## config.mk

```make
export PLATFORM = sky130hd
export DESIGN_NAME = mem_port_arbiter
export DESIGN_NICKNAME = d
export VERILOG_FILES = /design/src/rtl/mem_port_arbiter_pkg.sv /design/src/rtl/mem_port_arbiter.sv
export SDC_FILE = /design/constraint.sdc
export NUM_CORES = 1
export LEC_CHECK = 0
export CAP_MARGIN = 40
export CORE_MARGIN = 1
export CORE_UTILIZATION = 42
export DETAILED_ROUTE_END_ITERATION = 16
export HOLD_SLACK_MARGIN = 0.08
export PLACE_DENSITY = 0.81
export SLEW_MARGIN = 20
export SYNTH_ARGS = -nofsm -noshare
export SYNTH_HDL_FRONTEND = slang
export SYNTH_SLANG_ARGS = --single-unit
```

## constraint.sdc

```tcl
create_clock -name clock -period 4.01 [get_ports clock]
set_input_delay 0.401 -clock clock [delete_from_list [all_inputs] [get_ports clock]]
set_output_delay 0.401 -clock clock [all_outputs]
set_load 0.01 [all_outputs]
```

## src/rtl/mem_port_arbiter_pkg.sv

```systemverilog
// Shared definitions for the fetch/data single-port memory arbiter.
// State and requester encodings are fixed so the control unit can decode them directly.
package mem_port_arbiter_pkg;

  typedef enum logic [1:0] {
    StIdle   = 2'b00,
    StAccess = 2'b01,
    StResp   = 2'b10
  } state_e;

  typedef enum logic {
    PortFetch = 1'b0,
    PortData  = 1'b1
  } port_e;

  // Alternating priority on a tie: the port that did not win last time goes first.
  function automatic port_e arb_pick(input logic f_req, input logic d_req, input port_e last);
    port_e pick;
    if (f_req && d_req) begin
      pick = (last == PortData) ? PortFetch : PortData;
    end else if (f_req) begin
      pick = PortFetch;
    end else begin
      pick = PortData;
    end
    return pick;
  endfunction

endpackage

```

## src/rtl/mem_port_arbiter.sv

```systemverilog
// Single-port RAM sequencer shared by the instruction-fetch and load/store paths.
// Grants one access at a time, counts RAM wait states and returns data with a one-cycle ack.
module mem_port_arbiter
  import mem_port_arbiter_pkg::*;
#(
  parameter int unsigned ADDR_W = 9,
  parameter int unsigned DATA_W = 32,
  parameter int unsigned RD_LAT = 1,
  parameter int unsigned WR_LAT = 1
) (
  input  logic              clock,
  input  logic              reset,
  input  logic              f_req,
  input  logic [ADDR_W-1:0] f_addr,
  output logic              f_ack,
  output logic [DATA_W-1:0] f_rdata,
  input  logic              d_req,
  input  logic              d_we,
  input  logic [ADDR_W-1:0] d_addr,
  input  logic [DATA_W-1:0] d_wdata,
  output logic              d_ack,
  output logic [DATA_W-1:0] d_rdata,
  output logic [ADDR_W-1:0] mem_addr,
  output logic [DATA_W-1:0] mem_wdata,
  output logic              mem_read,
  output logic              mem_write,
  input  logic [DATA_W-1:0] mem_rdata,
  output logic              busy
);

  localparam int unsigned MaxLat = (RD_LAT > WR_LAT) ? RD_LAT : WR_LAT;
  localparam int unsigned CntW   = (MaxLat > 1) ? $clog2(MaxLat) : 1;
  localparam logic [CntW-1:0] RdCnt = CntW'(RD_LAT - 1);
  localparam logic [CntW-1:0] WrCnt = CntW'(WR_LAT - 1);

  state_e            state_q, state_d;
  port_e             grant_q, grant_d;
  port_e             last_q, last_d;
  logic              we_q, we_d;
  logic [CntW-1:0]   cnt_q, cnt_d;
  logic [ADDR_W-1:0] mem_addr_q, mem_addr_d;
  logic [DATA_W-1:0] mem_wdata_q, mem_wdata_d;
  logic              mem_read_q, mem_read_d;
  logic              mem_write_q, mem_write_d;
  logic              f_ack_q, f_ack_d;
  logic              d_ack_q, d_ack_d;
  logic [DATA_W-1:0] f_rdata_q, f_rdata_d;
  logic [DATA_W-1:0] d_rdata_q, d_rdata_d;

  port_e gnt_port;
  logic  gnt_store;

  always_comb begin
    gnt_port  = arb_pick(f_req, d_req, last_q);
    gnt_store = (gnt_port == PortData) && d_we;
  end

  always_comb begin
    state_d     = state_q;
    grant_d     = grant_q;
    last_d      = last_q;
    we_d        = we_q;
    cnt_d       = cnt_q;
    mem_addr_d  = mem_addr_q;
    mem_wdata_d = mem_wdata_q;
    mem_read_d  = mem_read_q;
    mem_write_d = mem_write_q;
    f_rdata_d   = f_rdata_q;
    d_rdata_d   = d_rdata_q;
    f_ack_d     = 1'b0;
    d_ack_d     = 1'b0;

    unique case (state_q)
      StIdle: begin
        if (f_req || d_req) begin
          grant_d     = gnt_port;
          last_d      = gnt_port;
          we_d        = gnt_store;
          mem_addr_d  = (gnt_port == PortFetch) ? f_addr : d_addr;
          mem_read_d  = !gnt_store;
          mem_write_d = gnt_store;
          cnt_d       = gnt_store ? WrCnt : RdCnt;
          if (gnt_store) begin
            mem_wdata_d = d_wdata;
          end
          state_d = StAccess;
        end
      end
      StAccess: begin
        if (cnt_q == '0) begin
          mem_read_d  = 1'b0;
          mem_write_d = 1'b0;
          // Stores leave both read-data holding registers untouched.
          if (!we_q) begin
            if (grant_q == PortFetch) begin
              f_rdata_d = mem_rdata;
            end else begin
              d_rdata_d = mem_rdata;
            end
          end
          f_ack_d = (grant_q == PortFetch);
          d_ack_d = (grant_q == PortData);
          state_d = StResp;
        end else begin
          cnt_d = cnt_q - 1'b1;
        end
      end
      StResp: begin
        state_d = StIdle;
      end
      default: begin
        state_d = StIdle;
      end
    endcase
  end

  always_ff @(posedge clock or posedge reset) begin
    if (reset) begin
      state_q     <= StIdle;
      grant_q     <= PortFetch;
      last_q      <= PortData;
      we_q        <= 1'b0;
      cnt_q       <= '0;
      mem_addr_q  <= '0;
      mem_wdata_q <= '0;
      mem_read_q  <= 1'b0;
      mem_write_q <= 1'b0;
      f_ack_q     <= 1'b0;
      d_ack_q     <= 1'b0;
      f_rdata_q   <= '0;
      d_rdata_q   <= '0;
    end else begin
      state_q     <= state_d;
      grant_q     <= grant_d;
      last_q      <= last_d;
      we_q        <= we_d;
      cnt_q       <= cnt_d;
      mem_addr_q  <= mem_addr_d;
      mem_wdata_q <= mem_wdata_d;
      mem_read_q  <= mem_read_d;
      mem_write_q <= mem_write_d;
      f_ack_q     <= f_ack_d;
      d_ack_q     <= d_ack_d;
      f_rdata_q   <= f_rdata_d;
      d_rdata_q   <= d_rdata_d;
    end
  end

  assign f_ack     = f_ack_q;
  assign d_ack     = d_ack_q;
  assign f_rdata   = f_rdata_q;
  assign d_rdata   = d_rdata_q;
  assign mem_addr  = mem_addr_q;
  assign mem_wdata = mem_wdata_q;
  assign mem_read  = mem_read_q;
  assign mem_write = mem_write_q;
  assign busy      = (state_q != StIdle);

endmodule

```

Word level (Yosys, flattened, before mapping)
Cells that the tools add are included.

Input port bits: 87. Word-level logic and storage cells: 53. Flip-flop bits (word level): 115.

Reduce and logical (&&, ||, !) cells: 14. $add $sub $neg: 1. Bitwise logic cells: 3. Multiplexer cells: 19. Eq/ne operators: 3.

Operator list (count): 1-bit 2-to-1 mux (12); 9-bit 2-to-1 mux (1); 4-bit AND reduction (2); 1-bit case mux with 2 select lines (3); 2-bit AND reduction (3); 3-bit AND reduction (2); 2-bit 2-to-1 mux (2); 2-bit inequality test (second input constant) (2); 2-bit case mux with 2 select lines (1); 2-bit nonzero test (2); 1-bit inverter (3); 2-bit by 1-bit equality test with 1-bit output (second input constant) (1); 1-bit logical AND (2); 2-bit zero test (1); 1-bit zero test (1); 1-bit logical OR (1); 1-bit subtractor (second input constant) (1).

Logic depth before layout (Yosys ltp)
Word-level depth: 6. Mapped depth: 5. Gate-level depth less buffers: 4.

Worst setup path after synthesis
OpenSTA, ideal clock, no wires.

Kind: reg-to-reg. From: register state_q[1]. To: register f_rdata_q[20] (netlist: f_rdata[20]). Clock period less this slack: 1438 ps. Arrival time: 1313 ps. Stages on the path, launching flop included: 5. Slack: 2572 ps. Buffers on the path: 1. Setup time: 125 ps. Cells stage by stage: dfrtp_1 -> nand2b_4 -> nor3_2 -> buf_4 -> mux2_2.

Cells in the longest elaborated chain, start to end: 2.

RTL lines: start: declaration (line mem_port_arbiter.sv:36) `state_e state_q, state_d;`; start signal: assignment (line mem_port_arbiter.sv:119) `state_q <= StIdle;`; start signal: assignment (line mem_port_arbiter.sv:133) `state_q <= state_d;`; 2-bit by 1-bit equality test with 1-bit output (line mem_port_arbiter.sv:73) `unique case (state_q)`; 4-bit AND reduction (no line); end signal: assignment (line mem_port_arbiter.sv:144) `f_rdata_q <= f_rdata_d;`; end: declaration (line mem_port_arbiter.sv:47) `logic [DATA_W-1:0] f_rdata_q, f_rdata_d;`.

Every way passes these cells. A chain may end at the register's enable or synchronous reset.

Worst setup path in the final report
From: register state_q[0]. To: output port busy.

Cells in the longest elaborated chain, start to end: 1.

RTL lines: 2-bit nonzero test (line mem_port_arbiter.sv:157) `assign busy = (state_q != StIdle);`; end: declaration (line mem_port_arbiter.sv:28) `output logic busy`.

Every way passes these cells.

==> reports/results.ini <==
[status]
outcome=finished, final reports clean

[worst_setup_path]
r2r_slack_ns=1.90
reg2regPathDepth=4
crit_path_cell_trace=nor2_2, inv_1, clkdlybuf4s50_1
path_buf_inv=2
r2r_end=mem_wdata[7]$_DFFE_PP0P_
worst_ep_required_time_ns=3.61
end_kind=output port
cp_top_family=buffers and inverters
worstPathArrival_ns=2.04
crit_path_start_kind=flop
timing.rr.start=state_q[0]$_DFFE_PP0P_
cpPeakStageDelay_ns=0.53
crit_slowest_cell=clkdlybuf4s50_1
critical_path_class=flop to output port
cp_max_fo=12

[yosys]
seq_area_frac_synth_pct=65.3
synth-seq-cells=114
ys_types=26
syn_nets=372
synth_edf_count=0
syn_inst=285
synth_flop_cell=dfrtp_1
postSynth.asyncResetShare_pct=100
syn-mean-instance-area_sq_um=15.3
synth_warnings=0
synth_area_sq_mm=0.00437

[drt]
antenna_left=0
wl_met3_um=704
drtIter0Drc=71
top_layer_used=met4
drc=0
first_pass_iters=4
wl_mm=10.5
via_per_inst=4.91
met1Wirelength_mm=4.23
route.met2.wl_mm=5.38
wl_per_cell_um=16.5
via_count=3125

[timing]
period_needed_ns=2.44
max_freq_mhz=410
layout_setup_ws_ns=1.57
slew_viol_final=0
period_share_pct=60.8
worstMarginPinSlew_ns=0.768
slew_headroom_pct=48.6
finalHoldViolCount=0
tns_ns=0
whs_ns=0.271
grt_setup_unrepaired=no
finalClockSkew_ns=0.00558
finalSetupViolCount=0

[layout]
stdcell_count=637
final_layout_size_suffix_gt1_share_pct=27.2
fin_nets=578
mostFrequentLayoutCell=clkdlybuf4s50_1
antenna_cells=0
nFillCells=699
area_delta_synth_final_pct=62.3
seqCellArea_sq_mm=0.00285
layout_common_cells=196 x clkdlybuf4s50_1, 113 x dfrtp_1, 94 x mux2_2
multi_input_area_sq_mm=0.00143

[clock_network]
clk_latency_ns=0.49
ctsHtreeMaxLevel=4
cts_root_buf=clkbuf_8
clk_path_buf_depth=2
post_cts_buffers=0
cts_resized=0
cts_hold_buf=0
cts_inserted_buffers=17
cts_sinks=114
cts_tree=yes
path_clk_slew_ns=0.06

[die]
io_pins=197
core-area_sq_mm=0.00991
die_y_um=104
initial_core_util_pct=44.1
die_w_um=104
rows=36
dieArea_sq_mm=0.0108

[grt]
grt_max_degree=43
grt.overflow.total=0
antenna_found_initial=0
grt_pass1_vias=3426
track_usage_pct=20.6
grt_pass1_wl_mm=17.3

[placement]
dp_cells=605
routabilityCongestion=0.750
dpl.hpwl_mm=7.53
dp_slack_ns=1.57
port_buffers=196

[run]
drv_cap=0

[power]
p_comb_share_pct=41.8
intPower_uw=4280
leakagePower_uw=0.00295
ir_drop_v=0.000393
finalPower_uw=6050
sequentialPowerShare_pct=34.1
swShare_pct=29.3
power_frac_clock_pct=24.1
power_density_mw_per_mm2=853
p_sw_uw=1780

[hold_path]
hold_path.class=input port to asynchronous set/reset pin

==> area by class of cell <==
cell class	count	area share, %
Clock buffer	19	5.94
Clock inverter	13	2.29
Inverter	4	0.247
Multi-Input combinational cell	153	20.1
Sequential cell	114	40.2
Tap cell	133	2.35
Timing Repair Buffer	201	28.8
==> per-stage QoR <==
step | area [sq um] | utilization (%)
after detailed placement | 6510 | 65.7
after global placement | 6460 | 65.2
final | 7100 | 71.6
after floorplan | 4370 | -
after global routing | 7100 | 71.6
after CTS | 7100 | 71.6
==> state kept, by name, summed over array words and instances (netlist names) <==
register and flops:
d_rdata 32, state_q 2, d_ack 1, last_q 1, we_q 1, f_rdata 32
grant_q 1, mem_wdata 32, f_ack 1, mem_read 1, mem_write 1, mem_addr 9
==> how the worst max path moves through the flow <==
stage / start / end / cells after the start
CTS: state_q[0]$_DFFE_PP0P_ / busy / 3
global placement: f_req / mem_wdata[21]$_DFFE_PP0P_ / 4
global route: state_q[0]$_DFFE_PP0P_ / busy / 3
finish: state_q[0]$_DFFE_PP0P_ / busy / 3
detailed placement: f_req / mem_wdata[7]$_DFFE_PP0P_ / 5
floorplan: reset / d_ack$_DFF_PP0_ / 1
==> power groups by stage <==
stage                     clock network [uW]  registers, uW  logic (uW)
after floorplan                            0           2310         874
after global placement                     0           2060        2490
after detailed placement                   0           2080        2560
after CTS                               1480           2070        2560
after global routing                    1550           2150        2690
final                                   1460           2060        2530
==> worst reg2reg max path, stage by stage, from the launching register on <==
cell	delay (ns)
dfrtp_1	0.42
nor2_2	0.42
nand4_2	0.51
buf_16	0.35
mux2_2	0.29
==> metal layers <==
metal	vias to the layer above	track usage (%)
met1	1550	23.4
met5	-	0
met3	12	7.33
li1	1432	-
met4	0	7.04
met2	131	36.1
==> cells in the mapped netlist, drive strengths merged (2+ instances only) <==
| master | count | area (sq um) |
|---|---|---|
| a21oi | 10 | 50.1 |
| a31oi | 9 | 56.3 |
| buf | 11 | 68.8 |
| clkbuf | 3 | 11.3 |
| dfrtp | 113 | 2830 |
| inv | 4 | 15.0 |
| mux2 | 96 | 1080 |
| nand2 | 2 | 7.51 |
| nand2b | 2 | 20.0 |
| nand3 | 10 | 50.1 |
| nor2 | 4 | 17.5 |
| o21a | 2 | 15.0 |
| o21ai | 11 | 55.1 |
==> kinds of logic after synthesis <==
family	synth area share, %
DFF	65.3
and+or+nand+nor	3.55
muxes	24.7
buffers and inverters	2.17
AOI/OAI and AO/OA	4.26
(Power assumes the default switching activity.)
